<file path="src/rtl/nfm_pkg.sv">
// Shared constants and types for the nonlinear-function datapath.
// Holds the 2^(k/4) segment table used by exp2_pwl.
package nfm_pkg;

  localparam int unsigned FIX_W  = 16;
  localparam int unsigned FRAC_W = 8;

  // Segment base c = 2^(k/4) and slope m, both Q.8
  localparam logic [8:0] EXP2_C [4] = '{9'd256, 9'd304, 9'd362, 9'd431};
  localparam logic [8:0] EXP2_M [4] = '{9'd192, 9'd232, 9'd276, 9'd324};

  localparam logic signed [7:0] EXP2_SAT_N  = 8'sd7;
  localparam logic signed [7:0] EXP2_ZERO_N = -8'sd9;

  localparam logic [FIX_W-1:0] FIX_MAX = {1'b0, {(FIX_W-1){1'b1}}};

  typedef struct packed {
    logic signed [7:0] n;
    logic [1:0]        k;
    logic [5:0]        r;
  } exp2_s1_t;

endpackage

</file>
<file path="src/rtl/exp2_frac_lut.sv">
// Piecewise-linear 2^f for f in [0,1): y = c_k + (m_k * r) >> 8, range 256..511.
module exp2_frac_lut
  import nfm_pkg::*;
(
  input  logic [1:0] i_k,
  input  logic [5:0] i_r,
  output logic [8:0] o_y
);

  logic [14:0] w_prod;

  assign w_prod = {6'b0, EXP2_M[i_k]} * {9'b0, i_r};
  assign o_y    = EXP2_C[i_k] + 9'(w_prod >> 8);

endmodule

</file>
<file path="src/rtl/exp2_pwl.sv">
// Three-stage base-2 exponential: split, fraction LUT, saturating barrel shift.
// Single global enable; the whole pipe freezes while the output is back-pressured.
module exp2_pwl
  import nfm_pkg::*;
#(
  parameter int unsigned Bf              = FRAC_W,
  parameter int unsigned FIX_POINT_WIDTH = FIX_W
) (
  input  logic                       clk,
  input  logic                       rst_n,
  input  logic                       in_valid,
  output logic                       in_ready,
  input  logic [FIX_POINT_WIDTH-1:0] in_data,
  output logic                       out_valid,
  input  logic                       out_ready,
  output logic [FIX_POINT_WIDTH-1:0] out_data,
  output logic                       out_sat
);

  logic                       w_en;
  exp2_s1_t                   w_s1;
  logic [8:0]                 w_y;
  logic [FIX_POINT_WIDTH-1:0] w_y_ext;
  logic [7:0]                 w_neg;
  logic [FIX_POINT_WIDTH-1:0] w_res;
  logic                       w_sat;

  logic                       r_v1, r_v2, r_v3;
  exp2_s1_t                   r_s1;
  logic [8:0]                 r_y;
  logic signed [7:0]          r_n2;
  logic [FIX_POINT_WIDTH-1:0] r_out;
  logic                       r_sat;

  assign w_en     = !r_v3 || out_ready;
  assign in_ready = w_en;

  assign w_s1.n = in_data[FIX_POINT_WIDTH-1:Bf];
  assign w_s1.k = in_data[Bf-1:Bf-2];
  assign w_s1.r = in_data[Bf-3:0];

  exp2_frac_lut u_lut (
    .i_k (r_s1.k),
    .i_r (r_s1.r),
    .o_y (w_y)
  );

  assign w_y_ext = {{(FIX_POINT_WIDTH-9){1'b0}}, r_y};
  assign w_neg   = 8'(-r_n2);

  // y is always >= 256, so n >= 7 overflows and n <= -9 underflows to zero
  always_comb begin
    w_sat = 1'b0;
    w_res = '0;
    if (r_n2 >= EXP2_SAT_N) begin
      w_sat = 1'b1;
      w_res = FIX_MAX;
    end else if (r_n2 <= EXP2_ZERO_N) begin
      w_res = '0;
    end else if (!r_n2[7]) begin
      w_res = w_y_ext << r_n2[2:0];
    end else begin
      w_res = w_y_ext >> w_neg;
    end
  end

  always_ff @(posedge clk) begin
    if (!rst_n) begin
      r_v1  <= 1'b0;
      r_v2  <= 1'b0;
      r_v3  <= 1'b0;
      r_s1  <= '0;
      r_y   <= '0;
      r_n2  <= '0;
      r_out <= '0;
      r_sat <= 1'b0;
    end else if (w_en) begin
      r_v1  <= in_valid;
      r_s1  <= w_s1;
      r_v2  <= r_v1;
      r_y   <= w_y;
      r_n2  <= r_s1.n;
      r_v3  <= r_v2;
      r_out <= w_res;
      r_sat <= w_sat;
    end
  end

  assign out_valid = r_v3;
  assign out_data  = r_out;
  assign out_sat   = r_sat;

endmodule

</file>
<file path="config.mk">
export PLATFORM = sky130hd
export DESIGN_NAME = exp2_pwl
export DESIGN_NICKNAME = d
export VERILOG_FILES = /design/src/rtl/nfm_pkg.sv /design/src/rtl/exp2_frac_lut.sv /design/src/rtl/exp2_pwl.sv
export SDC_FILE = /design/constraint.sdc
export NUM_CORES = 1
export LEC_CHECK = 0
export CAP_MARGIN = 20
export CORE_UTILIZATION = 35
export CTS_CLUSTER_SIZE = 30
export DETAILED_ROUTE_END_ITERATION = 6
export PLACE_DENSITY_LB_ADDON = 0.05
export SYNTH_ARGS = -nofsm -noshare
export SYNTH_HDL_FRONTEND = slang
export SYNTH_SLANG_ARGS = --single-unit
</file>
<file path="constraint.sdc">
create_clock -name clk -period 5.3 [get_ports clk]
set_input_delay 0.53 -clock clk [delete_from_list [all_inputs] [get_ports clk]]
set_output_delay 0.53 -clock clk [all_outputs]
set_load 0.05 [all_outputs]
</file>
### Word level (Yosys, flattened, before mapping)

Cells that the tools add are included.
W data, S select, Z words.

| storage, ports and cells | value |
|---|---|
| logic and storage cells | 31 |
| input bits | 20 |
| flip-flop bits (word level) | 53 |

| operators by class | value |
|---|---|
| bitwise operators | 1 |
| add/sub/neg operators | 2 |
| multipliers | 1 |
| reductions and logical operators | 2 |
| shift operators | 2 |
| magnitude comparators | 3 |
| muxes and demuxes | 10 |

Operators by type and width:

| operator | number |
|---|---|
| $mux W16 | 3 |
| $bmux W9 S2 | 2 |
| $mux W9 | 4 |
| $shl A9 B3 Y16 | 1 |
| $shr A9 B8 Y16 | 1 |
| $mul A9 B6 Y15 | 1 |
| $add A9 B7 Y9 | 1 |
| $ge A8 B4 Y1 const B | 1 |
| $le A8 B5 Y1 const B | 1 |
| $neg A8 Y8 | 1 |
| $ge A3 B3 Y1 const B | 1 |
| $not A2 Y3 | 1 |
| $logic_not A1 Y1 | 1 |
| $logic_or A1 B1 Y1 | 1 |
| $mux W1 | 1 |

### Depth between registers and ports, before layout

Gate-level depths: netlist of run 1.

| depth | value |
|---|---|
| word-level depth | 6 |
| gate-level depth with buffers | 22 |
| mapped depth without buffers | 21 |

### By module

A second synthesis of run 1 with hierarchy kept.

| unflattened totals | value |
|---|---|
| cell total of the unflattened synthesis | 531 |
| area total of the unflattened synthesis | 4330.4 sq um |

Modules (own cells, without submodules):

| module | cells each | instances | seq. area each (sq um) | area an instance (sq um) |
|---|---|---|---|---|
| exp2_pwl | 351 | 1 | 1061.0 | 2905.3 |
| exp2_frac_lut | 180 | 1 | 0.0 | 1425.1 |

### Least setup slack after synthesis of run 1

No wires, ideal clock.

| path | value |
|---|---|
| path kind | flip-flop to flip-flop |
| from | reg r_s1[6] in the netlist's numbering |
| to | reg r_y[7] |
| setup time | 116 ps |
| stages on the path, launching flop included | 22 |
| period minus slack after synthesis | 4981 ps |
| path slack | 319 ps |
| data arrival time | 4864 ps |
| data required time | 5184 ps |
| path buffers | 1 |
| cells stage by stage | dfxtp_1 > clkbuf_1 > nor2b_1 > and2_1 > fa_1 > inv_1 > fa_1 > fa_1 > inv_1 > ha_1 > a21o_1 > a21oi_1 > o21ai_0 > o21a_1 > nor2_1 > xnor2_1 > ha_1 > o21a_1 > o31a_1 > o41ai_1 > mux2i_1 > a31o_2 |

| between the ends | value |
|---|---|
| word-level cells in the longest chain between the ends | 6 |
| elaborated cells between the ends (all ways) | 9 |

RTL lines:

| item | line | text |
|---|---|---|
| start, declared | exp2_pwl.sv:29 | `exp2_s1_t r_s1;` |
| start signal, assigned | exp2_pwl.sv:79 | `r_s1 <= w_s1;` |
| $not A2 Y3 (not written as such) * | exp2_frac_lut.sv:12, exp2_frac_lut.sv:13 |  |
| $bmux W9 S2 | exp2_frac_lut.sv:12 | `assign w_prod = {6'b0, EXP2_M[i_k]} * {9'b0, i_r};` |
| $mux W9 (not written as such) (2 in series) | exp2_frac_lut.sv:12 |  |
| $mul A9 B6 Y15 | exp2_frac_lut.sv:12 |  |
| $add A9 B7 Y9 * | exp2_frac_lut.sv:13 | `assign o_y = EXP2_C[i_k] + 9'(w_prod >> 8);` |
| end signal, assigned | exp2_pwl.sv:81 | `r_y <= w_y;` |
| end, declared | exp2_pwl.sv:30 | `logic [8:0] r_y;` |

Mark *: on every way between the ends. The rest lies on a longest branch, timed or not. The select of a mux whose other input is x is not followed.
A chain may end at the register's enable or synchronous reset.

### Final worst setup path of run 1

Same ends and word-level chain as after synthesis.

==> impl_metrics.py, run 1 <==
metrics = {
    "synth": {
        "synth.top_cell.area_share": 0.255,
        "ys_seq_area_frac": 0.255,
        "synth_top_area_cell": "dfxtp_1",
        "syn_avg_cell_area_sq_um": 8.32,
        "syn_nets": 566,
        "async_reset_ff_frac": 0,
        "synth_edf_count": 0,
        "synth_cell_types": 54,
        "ys.flop_type": "dfxtp_1",
        "yosys-top-cells-area": "dfxtp_1 26%, fa_1 9.1%, ha_1 8.1%, nand2_1 7.7%, a21boi_0 5.2%",
        "syn-instance-count": 500,
        "ys_warn_count": 0,
        "yosysMostFrequentCell": "nand2_1",
        "ys_ff_latch": 53,
        "synth_common_cells": "85 x nand2_1, 53 x dfxtp_1, 41 x inv_1",
        "netlist_area_sq_um": 4160,
    },
    "timing": {
        "worst_pin_slew_ns": 0.763,
        "setup_viol": 0,
        "fin_crit_ns": 4.96,
        "slew_headroom": 0.490,
        "finalMaxSlewViolations": 0,
        "hold_viol_final": 0,
        "tns_ns": 0,
        "skew_ns": 0.00501,
        "max_freq_mhz": 202,
        "rsz0062_at_grt": "no",
        "finalCritPeriodShare": 0.936,
    },
    "grt": {
        "grt_pass1_vias": 3259,
        "antenna_found_initial": 0,
        "grt_pass1_wl_um": 16700,
        "grt-ovfl-total": 0,
        "grtUsageTotal": 0.171,
        "grt_max_degree": 57,
    },
    "power_and_ir_drop": {
        "p_per_area_nw_per_um2": 273,
        "clkPwrFrac": 0.295,
        "intPower_w": 0.000876,
        "power_leakage_nw": 2.08,
        "switching_share": 0.338,
        "power_frac_seq": 0.370,
        "p_total_w": 0.00132,
        "vdd_drop_max_mv": 0.156,
        "combPwrFrac": 0.335,
        "p_sw_w": 0.000448,
    },
    "worst_setup_path": {
        "cp-start-kind": "flip-flop",
        "r2r_start": "r_s1[6]",
        "crit_arrival_ns": 5.15,
        "end_kind": "flip-flop",
        "reg2reg_depth": 21,
        "path_class": "reg -> reg",
        "crit_start": "r_s1[6]",
        "worst_ep_required_time_ns": 5.49,
        "regToRegSetupSlack_ns": 0.34,
        "crit_fanout": 7,
        "rr_endpoint": "r_y[7]",
        "setup.worst_path.end": "r_y[7]",
    },
    "die": {
        "fp.dieArea_sq_um": 12300,
        "fp.dieW_um": 111,
        "design.core.area_sq_um": 11500,
        "initial_core_util": 0.361,
        "die_height_um": 111,
        "row_count": 39,
        "ioPinCount": 39,
    },
    "routing": {
        "antenna_left": 0,
        "drt-pass1-iter-count": 7,
        "wl_per_cell_um": 14.8,
        "drc_errors": 6,
        "vias": 3332,
        "drtIter0Drc": 105,
        "drt-total-wl_um": 9870,
        "avgViaCountPerCell": 5.00,
    },
    "clock_network": {
        "clk_pin_slew_ns": 0.07,
        "holdBufCountCts": 0,
        "cts_inserted_buffers": 5,
        "cts_sinks": 53,
        "h-tree-depth": 2,
        "clk-insertion-delay-late_ns": 0.30,
        "clock_path_buffers": 2,
        "ctsRootBufferMaster": "clkbuf_16",
        "cts_tree": "yes",
    },
    "place": {
        "gp_congestion": 0.822,
        "port_buffers": 38,
        "dp_hpwl_um": 7090,
        "dpl-instance-area_sq_um": 4660,
    },
    "run": {
        "maxCapViolCount": 0,
    },
    "cells_and_area": {
        "syn_to_final_growth_pct": 16.5,
        "fin_area_sq_um": 4840,
        "num_antenna_cells": 0,
        "finalNetCount": 589,
        "drive_gt1_frac": 0.0878,
    },
    "status": {
        "violations": "DRC",
        "status": "finished, violations left",
    },
    "min_path": {
        "holdCritPathClass": "reg -> reg",
    },
}
==> through the flow <==
step / hold WS, ns / cells / worst slack (ns) / util
floorplan: 0.441 / 500 / 0.319 / -
global placement: 0.450 / 659 / 0.277 / 0.405
detailed placement: 0.458 / 659 / 0.206 / 0.405
CTS: 0.469 / 667 / 0.184 / 0.420
global route: 0.483 / 667 / 0.0318 / 0.421
finish: 0.469 / 667 / 0.340 / 0.421
==> power groups by stage <==
stage | Clock (W) | Combinational [W] | Sequential, W
floorplan | 0 | 0.000284 | 0.000532
CTS | 0.000405 | 0.000446 | 0.000489
finish | 0.000391 | 0.000443 | 0.000489
detailed placement | 0 | 0.000443 | 0.000498
global placement | 0 | 0.000441 | 0.000498
global route | 0.000421 | 0.000494 | 0.000496
==> how the worst min path moves through the flow <==
stage / start / endpoint / slack (ns) / cells past startpoint
after floorplan: r_v2 / out_valid / 0.44 / 1
after global placement: r_v2 / r_v2 / 0.45 / 2
after detailed placement: r_s1[14] / r_s1[14] / 0.46 / 2
after CTS: r_s1[14] / r_s1[14] / 0.47 / 2
after global routing: r_s1[13] / r_s1[13] / 0.48 / 2
final: r_s1[14] / r_s1[14] / 0.47 / 2
==> layout by cell type (no fill, tap or decap), types with 2 or more instances in the layout <==
cell             count
nor3_1               6
clkdlybuf4s50_1     37
inv_1               41
a211oi_1             5
xnor2_1              7
nor2b_1              8
mux4_2               7
xor2_1               7
ha_1                27
clkbuf_16            5
nor2_1              20
o31a_1               2
nand3_1              7
dfxtp_1             53
o211a_1              3
nand2_1             85
o221ai_1             2
buf_4               10
o21ai_1              3
mux2_2               5
o21ai_0             26
a31o_2               3
nand2b_1             8
and3_1               2
a21o_1               2
o221a_1              2
a31oi_1              2
o21a_1               4
a21oi_1             27
or3_1                3
o22a_1               2
a21boi_0            29
nand3b_1             2
mux2i_1             13
and2_1              15
fa_1                19
conb_1               2
==> cells by family after synthesis <==
group	after synthesis	synth area share
AOI/OAI and AO/OA	117	0.187
and+or+nand+nor	167	0.192
xor gates and xnor gates	14	0.0295
DFF	53	0.255
muxes	27	0.0927
other	2	0.00181
buffers and inverters	74	0.0698
adders and majority gates	46	0.173
==> critical path: stages (launching register included) <==
cell and delay [ns]:
dfxtp_1 0.33, buf_4 0.16, nand2b_1 0.18, and2_1 0.19, fa_1 0.50, inv_1 0.05, fa_1 0.46, fa_1 0.54
inv_1 0.04, ha_1 0.28, a21o_1 0.19, a21oi_2 0.20, o21ai_1 0.16, o21a_1 0.19, nor2_1 0.10, xnor2_1 0.13
ha_1 0.28, o21a_1 0.12, o31a_1 0.11, o41ai_1 0.31, mux2i_1 0.13, a31o_2 0.22
==> final cells by class <==
| cell class | instances | area, sq um |
|---|---|---|
| Tap cell | 143 | 179 |
| Timing Repair Buffer | 48 | 450 |
| Multi-Input combinational cell | 373 | 2820 |
| Clock inverter | 2 | 37.5 |
| Sequential cell | 53 | 1060 |
| Clock buffer | 6 | 139 |
| Inverter | 42 | 158 |
| Fill cell | 1183 | 6670 |
==> registers in the layout, summed over array words and instances, names as in the netlist <==
register and cells:
r_y 9, out_data 16, r_v2 1, r_v1 1
out_sat 1, r_n2 8, r_s1 16, out_valid 1
==> routing by layer <==
metal	track usage	routed length [um]
met1	0.244	5050
met3	0.0306	397
met5	0	0
met2	0.256	4230
met4	0.0603	197
==> timing repair <==
item | CTS | global route
endpoints found under the setup margin | 0 | 2
gates resized for setup | 0 | 3
setup buffers | 0 | 0
Note: power is estimated with default switching activity, not from simulation.
==> run 2, diff against run 1 <==
CORE_UTILIZATION = 55   (was 35)
RECOVER_POWER = 50   (was not set)
clock period = 5.95 ns   (was 5.3 ns; I/O delays follow)
==> run 2 against run 1 <==
- the flow finishes with violations (capacitance limit, slew limit)
- clock skew is 0.0072 ns higher
- setup slack better by 0.077 ns
- sequential share of layout area increased by 0.85 points
- combinational power is 14% lower
- via count grew 4.2%
- utilization up 22 points
- clock power fell by 42%
- final cell count fell by 7.3%
- count of clock-buffer cells in the layout is 1 lower
- global-route usage is 7.7 points higher
- power is 21% lower
- register-to-register slack improved by 0.08 ns
==> impl_metrics.py, run 2 (synthesis results as in run 1) <==
metrics = {
    "place": {
        "port_buffers": 38,
        "dpl_worst_slack_ns": 0.483,
        "dp_cells": 610,
        "dp_hpwl_um": 6610,
        "gp_congestion": 0.898,
    },
    "clock_network": {
        "holdBufCountCts": 0,
        "cts_sinks": 53,
        "cts_resized": 0,
        "clock_path_buffers": 2,
        "cts_inserted_buffers": 5,
        "ctsRootBufferMaster": "clkbuf_8",
        "cts_tree": "yes",
        "clk_pin_slew_ns": 0.11,
        "h-tree-depth": 2,
        "clk-insertion-delay-late_ns": 0.32,
        "postCtsSetupBuffers": 0,
    },
    "timing": {
        "max_freq_mhz": 181,
        "tns_ns": 0,
        "finalCritPeriodShare": 0.930,
        "setup_viol": 0,
        "skew_ns": 0.0122,
        "slew_headroom": -0.383,
        "hold_viol_final": 0,
        "finalMaxSlewViolations": 57,
        "setup_slack_ns": 0.417,
        "rsz0062_at_grt": "no",
        "worst_pin_slew_ns": 2.07,
        "fin_crit_ns": 5.53,
    },
    "cells_and_area": {
        "num_antenna_cells": 0,
        "stdcell_count": 618,
        "layout_common_cells": "85 x nand2_1, 53 x dfxtp_1, 41 x inv_1, 29 x a21boi_0, 28 x a21oi_1",
        "drive_gt1_frac": 0.0713,
        "final_common_cell": "nand2_1",
        "finalNetCount": 584,
        "n_fill_cell": 694,
        "syn_to_final_growth_pct": 12.2,
    },
    "worst_setup_path": {
        "crit_arrival_ns": 5.75,
        "r2r_start": "r_s1[6]",
        "crit_path_top_delay_cell": "fa_1",
        "cpMostUsedCell": "fa_1",
        "rr_endpoint": "r_y[7]",
        "reg2reg_depth": 20,
        "critPathMaxStageDelay_ns": 0.54,
        "critical_path.cell_chain": "nor2b_1, and2_1, fa_1, inv_1, fa_1, fa_1, inv_1, ha_1, a21o_1, a21oi_1, o21ai_0, o21a_1, nor2_1, xnor2_1, ha_1, o21a_1, o31a_1, o41ai_1, mux2i_1, a31o_2",
        "worst_ep_required_time_ns": 6.16,
        "crit_fanout": 9,
        "regToRegSetupSlack_ns": 0.42,
        "end_kind": "flip-flop",
        "cp-start-kind": "flip-flop",
        "path_class": "reg -> reg",
    },
    "power_and_ir_drop": {
        "power_leakage_nw": 2.05,
        "p_per_area_nw_per_um2": 224,
        "vdd_drop_max_mv": 0.145,
    },
    "die": {
        "die_height_um": 88.9,
        "fp.dieArea_sq_um": 7910,
        "row_count": 31,
        "design.core.area_sq_um": 7290,
        "fp.dieW_um": 88.9,
        "ioPinCount": 39,
        "initial_core_util": 0.570,
    },
    "routing": {
        "avgViaCountPerCell": 5.62,
        "drtIter0Drc": 199,
        "drt-total-wl_um": 8970,
        "drt-pass1-iter-count": 4,
        "antenna_left": 0,
        "drc_errors": 0,
        "wl_per_cell_um": 14.5,
        "vias": 3471,
    },
    "min_path": {
        "hold-path-cell-count": 2,
        "hold_path.startpoint": "r_s1[14]",
        "worstHoldEndpoint": "r_s1[14]",
        "holdCritPathClass": "reg -> reg",
    },
    "grt": {
        "grtUsageTotal": 0.247,
        "grt-ovfl-total": 0,
        "grt_pass1_wl_um": 15200,
        "antenna_found_initial": 0,
        "grt_pass1_vias": 3184,
        "grt_max_degree": 57,
    },
    "run": {
        "maxCapViolCount": 1,
    },
    "status": {
        "status": "finished, violations left",
        "violations": "capacitance limit, slew limit",
    },
}
run 2: per-stage QoR:
| step | hold slack [ns] | cell area [sq um] | power [W] | util |
|---|---|---|---|---|
| finish | 0.475 | 4660 | 0.00104 | 0.639 |
| global route | 0.502 | 4660 | 0.00112 | 0.639 |
| CTS | 0.475 | 4670 | 0.00106 | 0.640 |
| detailed placement | 0.457 | 4570 | 0.000830 | 0.627 |
| global placement | 0.450 | 4570 | 0.000821 | 0.627 |
| floorplan | 0.441 | 4160 | 0.000727 | - |
run 2: where the power goes:
part / leakage, nW / internal, W / switching [W]
logic: 1.56 / 0.000172 / 0.000207
clock network: 0.0506 / 0.0000884 / 0.000137
registers: 0.439 / 0.000391 / 0.0000467
run 2: cell type report:
type | instances | area, sq um | share of cell area
Sequential cell | 53 | 1060 | 0.228
Clock inverter | 3 | 28.8 | 0.00617
Clock buffer | 5 | 68.8 | 0.0148
Timing Repair Buffer | 43 | 414 | 0.0888
Multi-Input combinational cell | 373 | 2810 | 0.602
Tap cell | 99 | 124 | 0.0266
Inverter | 42 | 158 | 0.0338
run 2: metal layers:
layer | global-route usage | up-vias | wire length (um) | part of all wire
met5 | 0 | - | 0 | 0
met4 | 0.0794 | 0 | 165 | 0.018
met3 | 0.0397 | 15 | 518 | 0.058
met2 | 0.371 | 103 | 3940 | 0.44
met1 | 0.365 | 1629 | 4350 | 0.48
li1 | - | 1724 | - | -
run 2: worst max-delay path by stage:
| stage | start | endpoint | slack, ns | cells past startpoint |
|---|---|---|---|---|
| detailed placement | r_s1[7] | r_y[7] | 0.48 | 20 |
| CTS | r_s1[7] | r_y[7] | 0.45 | 20 |
| finish | r_s1[6] | r_y[7] | 0.42 | 20 |
| global route | r_s1[6] | r_y[7] | 0.04 | 20 |
| global placement | r_s1[7] | r_y[7] | 0.58 | 20 |
| floorplan | r_s1[6] | r_y[7] | 0.97 | 21 |
run 2: worst max-delay path: cells and delay by family (launching register included):
| family | cells | cell delay (ns) |
|---|---|---|
| buf+inv | 2 | 0.11 |
| fa+ha+maj | 5 | 1.95 |
| xor+xnor | 1 | 0.14 |
| compound gates | 8 | 1.71 |
| simple gates | 3 | 0.90 |
| mux | 1 | 0.12 |
| flops | 1 | 0.51 |
